===== config.mk =====
export PLATFORM = sky130hd
export DESIGN_NAME = add_seq16
export DESIGN_NICKNAME = d
export VERILOG_FILES = /design/src/rtl/add_seq16_pkg.sv /design/src/rtl/add_seq16_sum4.sv /design/src/rtl/add_seq16.sv
export SDC_FILE = /design/constraint.sdc
export NUM_CORES = 1
export LEC_CHECK = 0
export ABC_AREA = 1
export CAP_MARGIN = 20
export CORE_MARGIN = 5
export CORE_UTILIZATION = 47
export DETAILED_ROUTE_END_ITERATION = 7
export GPL_TIMING_DRIVEN = 0
export PLACE_DENSITY = 0.76
export SLEW_MARGIN = 20
export SYNTH_ARGS = -nofsm -noshare
export SYNTH_HDL_FRONTEND = slang
export SYNTH_SLANG_ARGS = --single-unit

===== constraint.sdc =====
create_clock -name clk -period 2.6 [get_ports clk]
set_input_delay 0.39 -clock clk [delete_from_list [all_inputs] [get_ports clk]]
set_output_delay 0.39 -clock clk [all_outputs]
set_load 0.005 [all_outputs]

===== src/rtl/add_seq16_pkg.sv =====
// Shared constants for the nibble-serial add/subtract sequencer.
package add_seq16_pkg;

  localparam int NIBBLE = 4;

  localparam logic [1:0] ST_IDLE = 2'd0;
  localparam logic [1:0] ST_RUN  = 2'd1;
  localparam logic [1:0] ST_DONE = 2'd2;

endpackage


===== src/rtl/add_seq16_sum4.sv =====
// 4-bit carry-lookahead adder; also exposes the carry into the MSB for overflow detection.
module add_seq16_sum4 (
  input  logic [3:0] a_i,
  input  logic [3:0] b_i,
  input  logic       c_i,
  output logic [3:0] s_o,
  output logic       c_msb_o,
  output logic       c_o
);

  logic [3:0] g;
  logic [3:0] p;
  logic [4:0] c;

  assign g = a_i & b_i;
  assign p = a_i ^ b_i;

  assign c[0] = c_i;
  assign c[1] = g[0] | (p[0] & c[0]);
  assign c[2] = g[1] | (p[1] & g[0]) | (p[1] & p[0] & c[0]);
  assign c[3] = g[2] | (p[2] & g[1]) | (p[2] & p[1] & g[0]) | (p[2] & p[1] & p[0] & c[0]);
  assign c[4] = g[3] | (p[3] & g[2]) | (p[3] & p[2] & g[1]) | (p[3] & p[2] & p[1] & g[0])
              | (p[3] & p[2] & p[1] & p[0] & c[0]);

  assign s_o     = p ^ c[3:0];
  assign c_msb_o = c[3];
  assign c_o     = c[4];

endmodule


===== src/rtl/add_seq16.sv =====
// Low-area add/subtract unit: one 4-bit adder reused per clock, LSB nibble first,
// with valid/ready handshakes on both sides.
module add_seq16
  import add_seq16_pkg::*;
#(
  parameter int N_NIBBLES = 4
) (
  input  logic                        clk,
  input  logic                        rst,
  input  logic                        in_valid,
  output logic                        in_ready,
  input  logic                        op_sub,
  input  logic [NIBBLE*N_NIBBLES-1:0] a,
  input  logic [NIBBLE*N_NIBBLES-1:0] b,
  output logic                        out_valid,
  input  logic                        out_ready,
  output logic [NIBBLE*N_NIBBLES-1:0] result,
  output logic                        cout,
  output logic                        ovf,
  output logic                        zero
);

  localparam int W     = NIBBLE * N_NIBBLES;
  localparam int IDX_W = (N_NIBBLES > 1) ? $clog2(N_NIBBLES) : 1;
  localparam logic [IDX_W-1:0] LAST_IDX = IDX_W'(N_NIBBLES - 1);

  logic [1:0]       state_q, state_d;
  logic [IDX_W-1:0] idx_q, idx_d;
  logic             carry_q, carry_d;
  logic [W-1:0]     a_q, a_d;
  logic [W-1:0]     b_q, b_d;
  logic [W-1:0]     result_q, result_d;
  logic             cout_q, cout_d;
  logic             ovf_q, ovf_d;
  logic             zero_q, zero_d;

  logic [NIBBLE-1:0] nib_s;
  logic              nib_c_msb;
  logic              nib_c;

  add_seq16_sum4 u_sum4 (
    .a_i     (a_q[idx_q*NIBBLE +: NIBBLE]),
    .b_i     (b_q[idx_q*NIBBLE +: NIBBLE]),
    .c_i     (carry_q),
    .s_o     (nib_s),
    .c_msb_o (nib_c_msb),
    .c_o     (nib_c)
  );

  always_comb begin
    // NOTE: every *_d gets a default before the case so no path leaves it unassigned (no latches).
    state_d  = state_q;
    idx_d    = idx_q;
    carry_d  = carry_q;
    a_d      = a_q;
    b_d      = b_q;
    result_d = result_q;
    cout_d   = cout_q;
    ovf_d    = ovf_q;
    zero_d   = zero_q;
    case (state_q)
      ST_IDLE: begin
        if (in_valid) begin
          a_d     = a;
          b_d     = op_sub ? ~b : b;
          carry_d = op_sub;
          idx_d   = '0;
          state_d = ST_RUN;
        end
      end
      ST_RUN: begin
        result_d[idx_q*NIBBLE +: NIBBLE] = nib_s;
        carry_d = nib_c;
        idx_d   = idx_q + IDX_W'(1);
        if (idx_q == LAST_IDX) begin
          cout_d  = nib_c;
          ovf_d   = nib_c_msb ^ nib_c;
          zero_d  = (result_d == '0);
          idx_d   = '0;
          state_d = ST_DONE;
        end
      end
      ST_DONE: begin
        if (out_ready) state_d = ST_IDLE;
      end
      default: state_d = ST_IDLE;
    endcase
  end

  // Datapath registers are reset too, so an aborted operation never leaves a partial result visible.
  always_ff @(posedge clk or posedge rst) begin
    if (rst) begin
      state_q  <= ST_IDLE;
      idx_q    <= '0;
      carry_q  <= 1'b0;
      a_q      <= '0;
      b_q      <= '0;
      result_q <= '0;
      cout_q   <= 1'b0;
      ovf_q    <= 1'b0;
      zero_q   <= 1'b0;
    end else begin
      // NOTE: non-blocking assignments so every register samples pre-edge values.
      state_q  <= state_d;
      idx_q    <= idx_d;
      carry_q  <= carry_d;
      a_q      <= a_d;
      b_q      <= b_d;
      result_q <= result_d;
      cout_q   <= cout_d;
      ovf_q    <= ovf_d;
      zero_q   <= zero_d;
    end
  end

  assign in_ready  = (state_q == ST_IDLE);
  assign out_valid = (state_q == ST_DONE);
  assign result    = result_q;
  assign cout      = cout_q;
  assign ovf       = ovf_q;
  assign zero      = zero_q;

endmodule


* After elaboration in Yosys (flattened, before gate mapping) *
Cells that the tools add are included.

operators by class
  add/subtract/negate cells = 2
  muxes and demuxes = 11
  shifts and indexed selects = 4
  bitwise logic cells = 31
  equal/unequal tests = 6
  reduce and logical (&&, ||, !) cells = 7

operators by type and width
  operator                                               number
  negation 4 -> 34 bit                                   1
  variable shift 4 x 34 -> 16 bit, first input constant  1
  variable part select 4 x 34 -> 16 bit                  1
  variable part select 16 x 5 -> 4 bit                   2
  AND 1 bit                                              16
  bitwise mux 16 bit                                     1
  zero test 16 bit                                       1
  2-to-1 mux 16 bit                                      1
  inverter 16 bit                                        1
  2-to-1 mux 2 bit                                       5
  bitwise OR 1 bit                                       10
  XOR 4 bit                                              2
  one-hot mux 2 bit (3 select lines)                     1
  AND reduction 2 bit                                    3
  AND 4 bit                                              1
  == test 2 bit, second input constant                   2
  != test 2 bit, second input constant                   2
  one-hot mux 2 bit (2 select lines)                     1
  AND reduction 3 bit                                    1
  adder 2 x 1 -> 2 bit, second input constant            1
  == test 2 x 1 -> 1 bit, second input constant          1
  zero test 2 bit                                        1
  != test 2 x 1 -> 1 bit, second input constant          1
  one-hot mux 1 bit (2 select lines)                     1
  other kinds (3)                                        3

storage, ports and cells
  input port bits = 37
  register bits after elaboration = 56
  output and inout port bits = 21

* Longest topological paths before layout *
Gate-level depths: netlist (run 1).

  depth in word-level cells = 10
  mapped depth = 17
  depth with buffers taken out = 15

* By module *
Synthesis (run 1) repeated with hierarchy kept, for this count alone.

unflattened totals
  cells, all modules = 400
  area total of the unflattened synthesis = 3076.7 um^2

modules (own cells, without submodules)
  module          cells an instance  instances  area an instance (um^2)
  add_seq16       369                1          2882.8
  add_seq16_sum4  31                 1          193.9

* Worst setup path after synthesis (run 1) *
Ideal clock, no wire load.

  kind = reg2reg
  from = register idx_q[0]
  to = register zero_q (netlist: zero)
  buffers on the path = 2
  data required time = 2.535 ns
  setup time = 0.065 ns
  setup slack = 0.003 ns
  data arrival time = 2.532 ns
  stages on the path, launching flop included = 16
  path through = dfrtp_1 > buf_4 > inv_2 > clkbuf_1 > nor2_1 > o22ai_1 > fa_1 > nand3_1 > inv_1 > a21oi_1 > nand3_1 > nor2_1 > nand3_1 > nor2_1 > nand3_1 > nand2_1

on the way
  cells in the longest elaborated chain, start to end = 10
  elaborated cells between the ends (all ways) = 27

RTL lines
  item                                                            RTL line                                    text
  start, declared                                                 add_seq16.sv:28                             logic [IDX_W-1:0] idx_q, idx_d;
  start signal, assigned                                          add_seq16.sv:105                            idx_q <= idx_d;
  variable part select 16 x 5 -> 4 bit, on equally long branches  add_seq16.sv:42, add_seq16.sv:43
  XOR 4 bit or AND 4 bit (tied branches)                          add_seq16_sum4.sv:16, add_seq16_sum4.sv:15
  AND 1 bit                                                       add_seq16_sum4.sv:21                        assign c[3] = g[2] | (p[2] & g[1]) | (p[2] & p[1] & g[0]) | (p[2] & p[1] & p[0] & c[0]);
  bitwise OR 1 bit or AND 1 bit (tied branches) (2 in a row)      add_seq16_sum4.sv:21
  bitwise OR 1 bit                                                add_seq16_sum4.sv:21
  XOR 4 bit                                                       add_seq16_sum4.sv:25                        assign s_o = p ^ c[3:0];
  variable part select 4 x 34 -> 16 bit                           add_seq16.sv:72                             result_d[idx_q*NIBBLE +: NIBBLE] = nib_s;
  bitwise mux 16 bit                                              add_seq16.sv:72
  zero test 16 bit                                                add_seq16.sv:78                             zero_d = (result_d == '0);
  end signal, assigned                                            add_seq16.sv:112                            zero_q <= zero_d;
  end, declared                                                   add_seq16.sv:35                             logic zero_q, zero_d;

Several ways; a longest one is shown, not always the timed one.
A chain may end at the register's enable or synchronous reset.

* Worst setup path after layout (run 1) *
Ends and elaborated chain as after synthesis.

==> flow_summary.json, run 1 <==
{
  "report.final.slew_viol_count": 0,
  "rows": 29,
  "yosysSeqAreaShare": 0.452,
  "drcViolationCount": 0,
  "cts_tree": "done",
  "grt_pass1_vias": 2786,
  "end_kind": "flip-flop",
  "setup_tns_ps": 0,
  "power_mw": 5.94,
  "clk_pin_slew_ps": 100,
  "root_buffer": "clkbuf_8",
  "peakVddDrop_v": 0.000782,
  "crit_slowest_cell": "fa_2",
  "cpMostUsedCell": "nor2_1",
  "period_share": 0.974,
  "cp.arrival_ps": 2790,
  "postCtsHoldBufs": 0,
  "leakage_nw": 1.94,
  "finalSetupViolCount": 0,
  "diodes": 0,
  "globalRouteOverflowTotal": 0,
  "path_max_fanout": 8,
  "fmax_mhz": 395,
  "place_ws_ps": -609,
  "clock_sinks": 56,
  "grt_max_degree": 57,
  "drtPass1Iterations": 5,
  "antenna_found_initial": 0,
  "drive_gt1_frac": 0.138,
  "finalClockSkew_ps": 7.55,
  "avgSynthCellArea_sq_um": 7.74,
  "clkLatencyLatePin_ps": 310,
  "syn_area_sq_um": 3100,
  "via_count": 2979,
  "synth-seq-cells": 56,
  "yosysUniqueCellTypes": 26,
  "initial_utilization": 0.486,
  "final_common_cell": "nand2_1",
  "grt_usage": 0.184,
  "hold_class": "flip-flop to flip-flop",
  "critPathLaunchType": "flip-flop",
  "dieArea_sq_um": 8330,
  "drt-initial-drc-count": 177,
  "p_comb_frac": 0.645,
  "ant_nets": 0,
  "hold_ws_ps": 484,
  "worst-path-buf-inv": 2,
  "dpl.hpwl_mm": 5.68,
  "clkPwrFrac": 0.095,
  "grt_pass1_wl_mm": 12.8,
  "layout_common_cells": "nand2_1, clkdlybuf4s50_1, dfrtp_1",
  "vias_per_cell": 5.36,
  "status": "complete, no violations",
  "path_cells": "buf_6, clkinv_8, o21ai_0, o22ai_4, fa_2, nand3_2, nor2_1, nor2_1, nand3_1, nor2_1, nand3_1, nor2_2, nand3_2, nand2_1",
  "ys_warn_count": 0,
  "io_pins": 58,
  "required_ps": 2850,
  "nets": 527,
  "crit_type": "flip-flop to flip-flop",
  "port_buffers": 56,
  "worst_pin_slew_ps": 687,
  "power_density_nw_per_um2": 1430,
  "cts_htree_levels": 2,
  "netlist_instances": 401,
  "core_area_sq_um": 6390,
  "setup_ws_ps": 68.3,
  "rsz0062_at_grt": "yes",
  "clock_path_buffers": 2,
  "wire_per_inst_um": 14.1,
  "hold_viol": 0,
  "critical_path.top_delay_family": "simple AND/OR/NAND/NOR gates",
  "ff_latch_area_sq_um": 1400,
  "p_int_mw": 3.21,
  "fillers": 554,
  "gp_congestion": 0.882,
  "fin_util": 0.652,
  "max_cap_violations": 0,
  "cts_made_buffers": 5,
  "max-slew-margin-rel": 0.542,
  "wirelength_mm": 7.84,
  "cpPeakStageDelay_ps": 510,
  "multiInputGateArea_sq_um": 1600,
  "p_sw_mw": 2.73,
  "die_y_um": 91.3,
  "period_needed_ps": 2530,
  "synth_fp_nets": 450,
  "syn2layout_area_growth_pct": 34.2,
  "die_w_um": 91.3,
  "sw_frac_of_total": 0.459,
  "power.share.sequential": 0.260
}
==> registers in the layout, indices dropped and copies added (netlist names) <==
register / flops
b_q: 16
a_q: 16
result: 16
cout: 1
idx_q: 2
ovf: 1
zero: 1
carry_q: 1
state_q: 2
==> Yosys cell counts (all sizes together) <==
master	instances	share of area
o22ai	8	0.016
ha	11	0.044
o21ai	44	0.071
nor2	48	0.062
clkinv	1	0.0012
a21oi	2	0.0032
fa	1	0.0065
inv	29	0.035
clkbuf	7	0.0085
buf	10	0.017
nand4	9	0.018
xnor2	17	0.048
a31oi	9	0.018
nand3	17	0.032
nand2	130	0.16
or2	1	0.0020
o31ai	1	0.0024
dfrtp	56	0.45
==> worst paths after layout <==
| check | startpoint | endpoint | slack (ps) | cells past startpoint |
|---|---|---|---|---|
| worst max-delay path | idx_q[0]$_DFFE_PP0P_ | zero$_DFFE_PP0P_ | 70 | 14 |
| worst min-delay path | b_q[6]$_DFFE_PP0P_ | b_q[6]$_DFFE_PP0P_ | 480 | 2 |
| max in group asynchronous | rst | idx_q[1]$_DFFE_PP0P_ | 1600 | 2 |
| worst min register to register | b_q[6]$_DFFE_PP0P_ | b_q[6]$_DFFE_PP0P_ | 480 | 2 |
| min in group asynchronous | rst | result[12]$_DFFE_PP0P_ | 510 | 2 |
| worst max register to register | idx_q[0]$_DFFE_PP0P_ | zero$_DFFE_PP0P_ | 70 | 14 |
==> metrics by stage <==
stage	instances	instance area, sq um
CTS	543	3930
global route	556	4170
floorplan	401	3100
global placement	534	3760
detailed placement	534	3760
finish	556	4170
==> power by group through the flow <==
stage	registers, mW	logic [mW]	clock network, mW
2_1_floorplan	1.48	2.26	0
3_3_place_gp	1.51	3.09	0
3_5_place_dp	1.53	3.15	0
4_1_cts	1.53	3.26	0.576
5_1_grt	1.61	4.28	0.603
6_report	1.55	3.83	0.564
==> cell type report <==
type / count / area share
clock inverters: 2 / 0.00841
multi-input cells: 298 / 0.385
flip-flops and latches: 56 / 0.337
inverters: 30 / 0.0312
plain buffers: 16 / 0.0282
clock buffers: 6 / 0.0174
repair buffers: 71 / 0.170
well taps: 77 / 0.0231
==> tightest hold or removal path, cell delays in order, from the launching register on <==
cell     delay (ps)
dfrtp_1         350
nand2_1          50
o21ai_0          60
==> per-layer routing <==
layer | track usage | vias to the layer above | share of wire
met3 | 0.0273 | 21 | 0.060
met5 | 0 | - | 0
met2 | 0.322 | 106 | 0.50
met4 | 0.0501 | 0 | 0.024
met1 | 0.237 | 1407 | 0.42
li1 | - | 1445 | -
==> logic make-up (layout without fill, tap and decap cells) <==
kind of cell	count (synthesis)	count (layout)	synth area share
and+or+nand+nor	205	205	0.277
AOI/OAI and AO/OA	64	64	0.111
buffers and inverters	47	125	0.0621
xor gates and xnor gates	17	17	0.0480
DFF	56	56	0.452
adders and majority gates	12	12	0.0508
==> repair_timing <==
action / in CTS / in global routing
gates resized for setup: 15 / 29
gates cloned: 0 / 2
setup buffers: 2 / 11
pin swaps: 5 / 14
setup endpoints to repair: 17 / 4
Note: power is estimated with default switching activity, not from simulation.
==> run 2: changes to the inputs <==
SLEW_MARGIN = 0   (was 20)
==> run 2 against run 1 <==
  * Power is 0.90% lower
  * Non-clock buffer count is 1 lower
  * Register-to-register slack better by 70 ps
  * Utilization is 0.39 points lower
  * Combinational power hardly changed
  * Final area is 0.60% lower
  * Clock power is 11% lower
  * Sequential share of layout area is 0.20 points higher
  * Clock skew is 4.4 ps lower
  * Cell count is 0.18% lower
  * Sequential cell count stayed put
  * Via count is 1.6% lower
  * Highest routed layer unchanged
==> flow_summary.json, run 2 (synthesized netlist as in run 1, its figures left out) <==
{
  "status": "complete, no violations",
  "place_area_sq_um": 3780,
  "antenna_found_initial": 0,
  "leakage_nw": 1.93,
  "layout_common_cells": "nand2_1, clkdlybuf4s50_1, dfrtp_1",
  "syn2layout_area_growth_pct": 33.4,
  "nets": 526,
  "dr_wl_met2_mm": 3.98,
  "startpoint": "idx_q[0]$_DFFE_PP0P_",
  "place_inst": 535,
  "ant_nets": 0,
  "die_y_um": 91.3,
  "drtPass1Iterations": 4,
  "report.final.slew_viol_count": 0,
  "finalClockSkew_ps": 3.17,
  "end_kind": "flip-flop",
  "dpl.hpwl_mm": 5.81,
  "via_count": 2930,
  "die_w_um": 91.3,
  "rows": 29,
  "hold_class": "primary input to asynchronous set/reset pin",
  "clkLatencyLatePin_ps": 310,
  "fmax_mhz": 406,
  "peakVddDrop_v": 0.000695,
  "critPathLaunchType": "flip-flop",
  "worst-path-buf-inv": 4,
  "crit_type": "flip-flop to flip-flop",
  "cp.arrival_ps": 2720,
  "path_cells": "buf_6, inv_8, buf_8, nor2_1, o22ai_2, fa_2, nand3_2, inv_1, a21oi_2, nand3_1, nor2_1, nand3_1, nor2_2, nand3_1, nand2_1",
  "grt_usage": 0.187,
  "finalSetupViolCount": 0,
  "max-slew-margin-rel": 0.689,
  "drt-initial-drc-count": 123,
  "period_share": 0.948,
  "initial_utilization": 0.486,
  "postCtsHoldBufs": 0,
  "hold_viol": 0,
  "max_cap_violations": 0,
  "cpPeakStageDelay_ps": 520,
  "rr_startpoint": "idx_q[0]$_DFFE_PP0P_",
  "top_layer": "met4",
  "grt_pass1_vias": 2929,
  "routed-wl-met3_um": 401,
  "required_ps": 2860,
  "path_max_fanout": 9,
  "period_needed_ps": 2460,
  "wirelength_mm": 7.88,
  "io_pins": 58,
  "reg2reg_depth": 15,
  "cts_made_buffers": 5,
  "cts_tree": "done",
  "grt_pass1_wl_mm": 13.1,
  "worst_pin_slew_ps": 467,
  "dieArea_sq_um": 8330,
  "crit_slowest_cell": "fa_2",
  "critical_path.top_delay_family": "simple AND/OR/NAND/NOR gates",
  "rrSetupSlack_ps": 140,
  "wire_per_inst_um": 14.2,
  "drcViolationCount": 0,
  "instances_no_fill": 555,
  "wl_met1_mm": 3.35,
  "power_density_nw_per_um2": 1420,
  "vias_per_cell": 5.28,
  "clock_sinks": 56,
  "cp.depth": 15,
  "globalRouteOverflowTotal": 0,
  "r2r-end": "zero$_DFFE_PP0P_",
  "crit_end": "zero$_DFFE_PP0P_",
  "clk_pin_slew_ps": 100,
  "cts_htree_levels": 2,
  "root_buffer": "clkbuf_8",
  "gp_congestion": 0.882,
  "diodes": 0,
  "fin_util": 0.648,
  "port_buffers": 56,
  "final_common_cell": "nand2_1",
  "core_area_sq_um": 6390,
  "grt_max_degree": 43,
  "clock_path_buffers": 2,
  "cpMostUsedCell": "nand3_1",
  "final_area_sq_um": 4140,
  "drive_gt1_frac": 0.144
}
-- run 2: cell count changes in the layout (fill, tap and decap cells not counted), sizes merged --
cell      change
clkinv        -2
bufinv        -1
inv           +1
clkinvlp      +1
-- run 2: through the flow --
step,setup TNS [ps],hold WS [ps],setup slack [ps],power [mW]
final,0,343,136,5.89
after global routing,-22.6,377,-22.6,6.48
after CTS,0,356,1.78,5.31
after detailed placement,-2560,460,-625,4.70
after global placement,-8180,457,-578,4.60
after floorplan,0,444,2.70,3.74
-- run 2: worst min-delay path by stage --
stage | start | end | slack, ps
after floorplan | a_q[10]$_DFFE_PP0P_ | a_q[10]$_DFFE_PP0P_ | 440
after global placement | a_q[8]$_DFFE_PP0P_ | a_q[8]$_DFFE_PP0P_ | 460
after detailed placement | a_q[7]$_DFFE_PP0P_ | a_q[7]$_DFFE_PP0P_ | 460
after CTS | rst | result[4]$_DFFE_PP0P_ | 360
after global routing | rst | result[4]$_DFFE_PP0P_ | 380
final | rst | result[4]$_DFFE_PP0P_ | 340
-- run 2: power breakdown --
| group | leakage, nW | internal, mW | switching (mW) |
|---|---|---|---|
| registers | 0.696 | 1.27 | 0.274 |
| clock network | 0.0445 | 0.217 | 0.286 |
| logic | 1.19 | 1.66 | 2.18 |
| total | 1.93 | 3.14 | 2.74 |
-- run 2: worst reg2reg max path, delay by kind of cell, from the launching register on --
family                     cells  cell delay, ps
DFF                            1             400
adders and majority gates      1             520
buffers and inverters          4             400
and+or+nand+nor                8             710
AOI/OAI and AO/OA              2             380
-- run 2: metal layers --
layer,vias up,track usage
li1,1442,-
met1,1387,0.234
met2,83,0.331
met3,18,0.0314
met4,0,0.0550
met5,-,0
-- run 2: what timing repair did --
item	CTS	global route
resized for setup	15	31
cloned	0	1
pin swaps	5	15
setup buffers	2	10
endpoints found under the hold margin	0	0
setup endpoints to repair	17	4
-- run 2: final cells by class --
type,instances,area (sq um)
clock inverters,1,7.51
flip-flops and latches,56,1400
inverters,30,123
multi-input cells,298,1610
clock buffers,7,86.3
well taps,77,96.3
repair buffers,70,699
plain buffers,16,113
fillers,564,2250
==> run 3: changes to the inputs <==
PLACE_DENSITY = not set   (was 0.76)
PLACE_DENSITY_LB_ADDON = 0.1   (was not set)
RECOVER_POWER = 100   (was not set)
==> run 3 against run 2 <==
  * Sequential share of layout area up 0.29 points
  * Setup slack worse by 59 ps
  * Final area down 0.85%
  * Critical path type unchanged
==> flow_summary.json, run 3 (synthesized netlist as in run 1, its figures left out) <==
{
  "critPathLaunchType": "flip-flop",
  "via_count": 2891,
  "cts_htree_levels": 2,
  "rsz0062_at_grt": "yes",
  "wire_per_inst_um": 14.5,
  "power_density_nw_per_um2": 1410,
  "root_buffer": "clkbuf_8",
  "rows": 29,
  "cpMostUsedCell": "nand3_1",
  "clock_path_buffers": 2,
  "port_buffers": 56,
  "period_needed_ps": 2520,
  "nets": 526,
  "fin_util": 0.643,
  "cts_made_buffers": 5,
  "fmax_mhz": 396,
  "clock_sinks": 56,
  "worst_pin_slew_ps": 839,
  "syn2layout_area_growth_pct": 32.3,
  "clk_pin_slew_ps": 90,
  "drt-initial-drc-count": 199,
  "drcViolationCount": 0,
  "dpl.hpwl_mm": 5.75,
  "finalSetupViolCount": 0,
  "die_w_um": 91.3,
  "peakVddDrop_v": 0.000669,
  "ant_nets": 0,
  "grt_pass1_vias": 2756,
  "crit_type": "flip-flop to flip-flop",
  "finalClockSkew_ps": 3.84,
  "max-slew-margin-rel": 0.440,
  "cp.arrival_ps": 2780,
  "crit_slowest_cell": "dfrtp_1",
  "status": "complete, no violations",
  "leakage_nw": 1.92,
  "layout_common_cells": "nand2_1, dfrtp_1, clkdlybuf4s50_1",
  "globalRouteOverflowTotal": 0,
  "initial_utilization": 0.486,
  "max_cap_violations": 0,
  "path_max_fanout": 6,
  "place_inst": 535,
  "final_common_cell": "nand2_1",
  "grt_pass1_wl_mm": 12.7,
  "antenna_found_initial": 0,
  "postCtsHoldBufs": 0,
  "vias_per_cell": 5.22,
  "hold_class": "flip-flop to flip-flop",
  "hold_viol": 0,
  "path_cells": "buf_6, buf_8, o21ai_0, o22ai_2, buf_4, ha_4, nand3_2, nand3_1, nand2_2, nand3_1, nand2_1, inv_1, nand3_1, nor2_2, nand3_2, nand2_1",
  "grt_usage": 0.183,
  "die_y_um": 91.3,
  "period_share": 0.970,
  "drtPass1Iterations": 4,
  "wirelength_mm": 8.05,
  "required_ps": 2850,
  "drive_gt1_frac": 0.130,
  "io_pins": 58,
  "dieArea_sq_um": 8330,
  "core_area_sq_um": 6390,
  "gp_congestion": 0.890,
  "clkLatencyLatePin_ps": 310,
  "cts_tree": "done",
  "instances_no_fill": 554,
  "end_kind": "flip-flop",
  "cpPeakStageDelay_ps": 410,
  "fillers": 571,
  "diodes": 0,
  "report.final.slew_viol_count": 0,
  "grt_max_degree": 35
}
-- run 3: cell type report --
type | instances | area [sq um] | area share
timing repair buffer | 70 | 684 | 0.167
inverter | 30 | 128 | 0.0311
sequential | 56 | 1400 | 0.342
multi-input combinational | 298 | 1590 | 0.386
buffer | 16 | 131 | 0.0320
tap | 77 | 96.3 | 0.0235
clock inverter | 1 | 5.00 | 0.00122
clock buffer | 6 | 72.6 | 0.0177
-- run 3: report_power, final --
group,internal [mW],switching [mW]
Sequential,1.27,0.260
Clock,0.184,0.274
Combinational,1.63,2.18
-- run 3: path summary, 6_finish.rpt --
path,startpoint,end,slack [ps],depth (start not counted)
setup / recovery,idx_q[0]$_DFFE_PP0P_,zero$_DFFE_PP0P_,80,16
hold / removal,a_q[11]$_DFFE_PP0P_,a_q[11]$_DFFE_PP0P_,490,2
setup reg to reg,idx_q[0]$_DFFE_PP0P_,zero$_DFFE_PP0P_,80,16
hold reg to reg,a_q[11]$_DFFE_PP0P_,a_q[11]$_DFFE_PP0P_,490,2
max in group asynchronous,rst,idx_q[1]$_DFFE_PP0P_,570,3
min in group asynchronous,rst,a_q[15]$_DFFE_PP0P_,680,2
-- run 3: per-stage QoR --
step	worst slack (ps)	hold slack (ps)	setup TNS [ps]	power, mW	cell area (sq um)
finish	77.4	486	0	5.80	4110
global route	-100	510	-107	6.35	4110
CTS	6.13	443	0	5.34	3960
detailed placement	-726	460	-4110	4.70	3780
global placement	-649	459	-14450	4.62	3760
floorplan	2.70	444	0	3.74	3100
-- run 3: what timing repair did --
item | 4_1_cts | 5_1_grt
gates resized for setup | 20 | 19
setup endpoints to repair | 18 | 1
cloned | 0 | 2
buffers inserted | 3 | 8
pin swaps | 9 | 14
hold endpoints to repair | 0 | 0
-- run 3: worst max-delay path: cells and delay by family, from the launching register on --
family | cells | cell delay, ps
AO/OA/AOI/OAI | 2 | 370
AND/OR/NAND/NOR | 9 | 900
adder cells (fa/ha/maj) | 1 | 280
flip-flops | 1 | 410
buffers and inverters | 4 | 520
-- run 3: routing by layer --
| metal | GRT usage | wire (um) | up-vias |
|---|---|---|---|
| met5 | 0 | 0 | - |
| met4 | 0.0440 | 166 | 0 |
| met3 | 0.0331 | 383 | 16 |
| met2 | 0.335 | 4080 | 72 |
| met1 | 0.222 | 3420 | 1355 |
| li1 | - | - | 1448 |
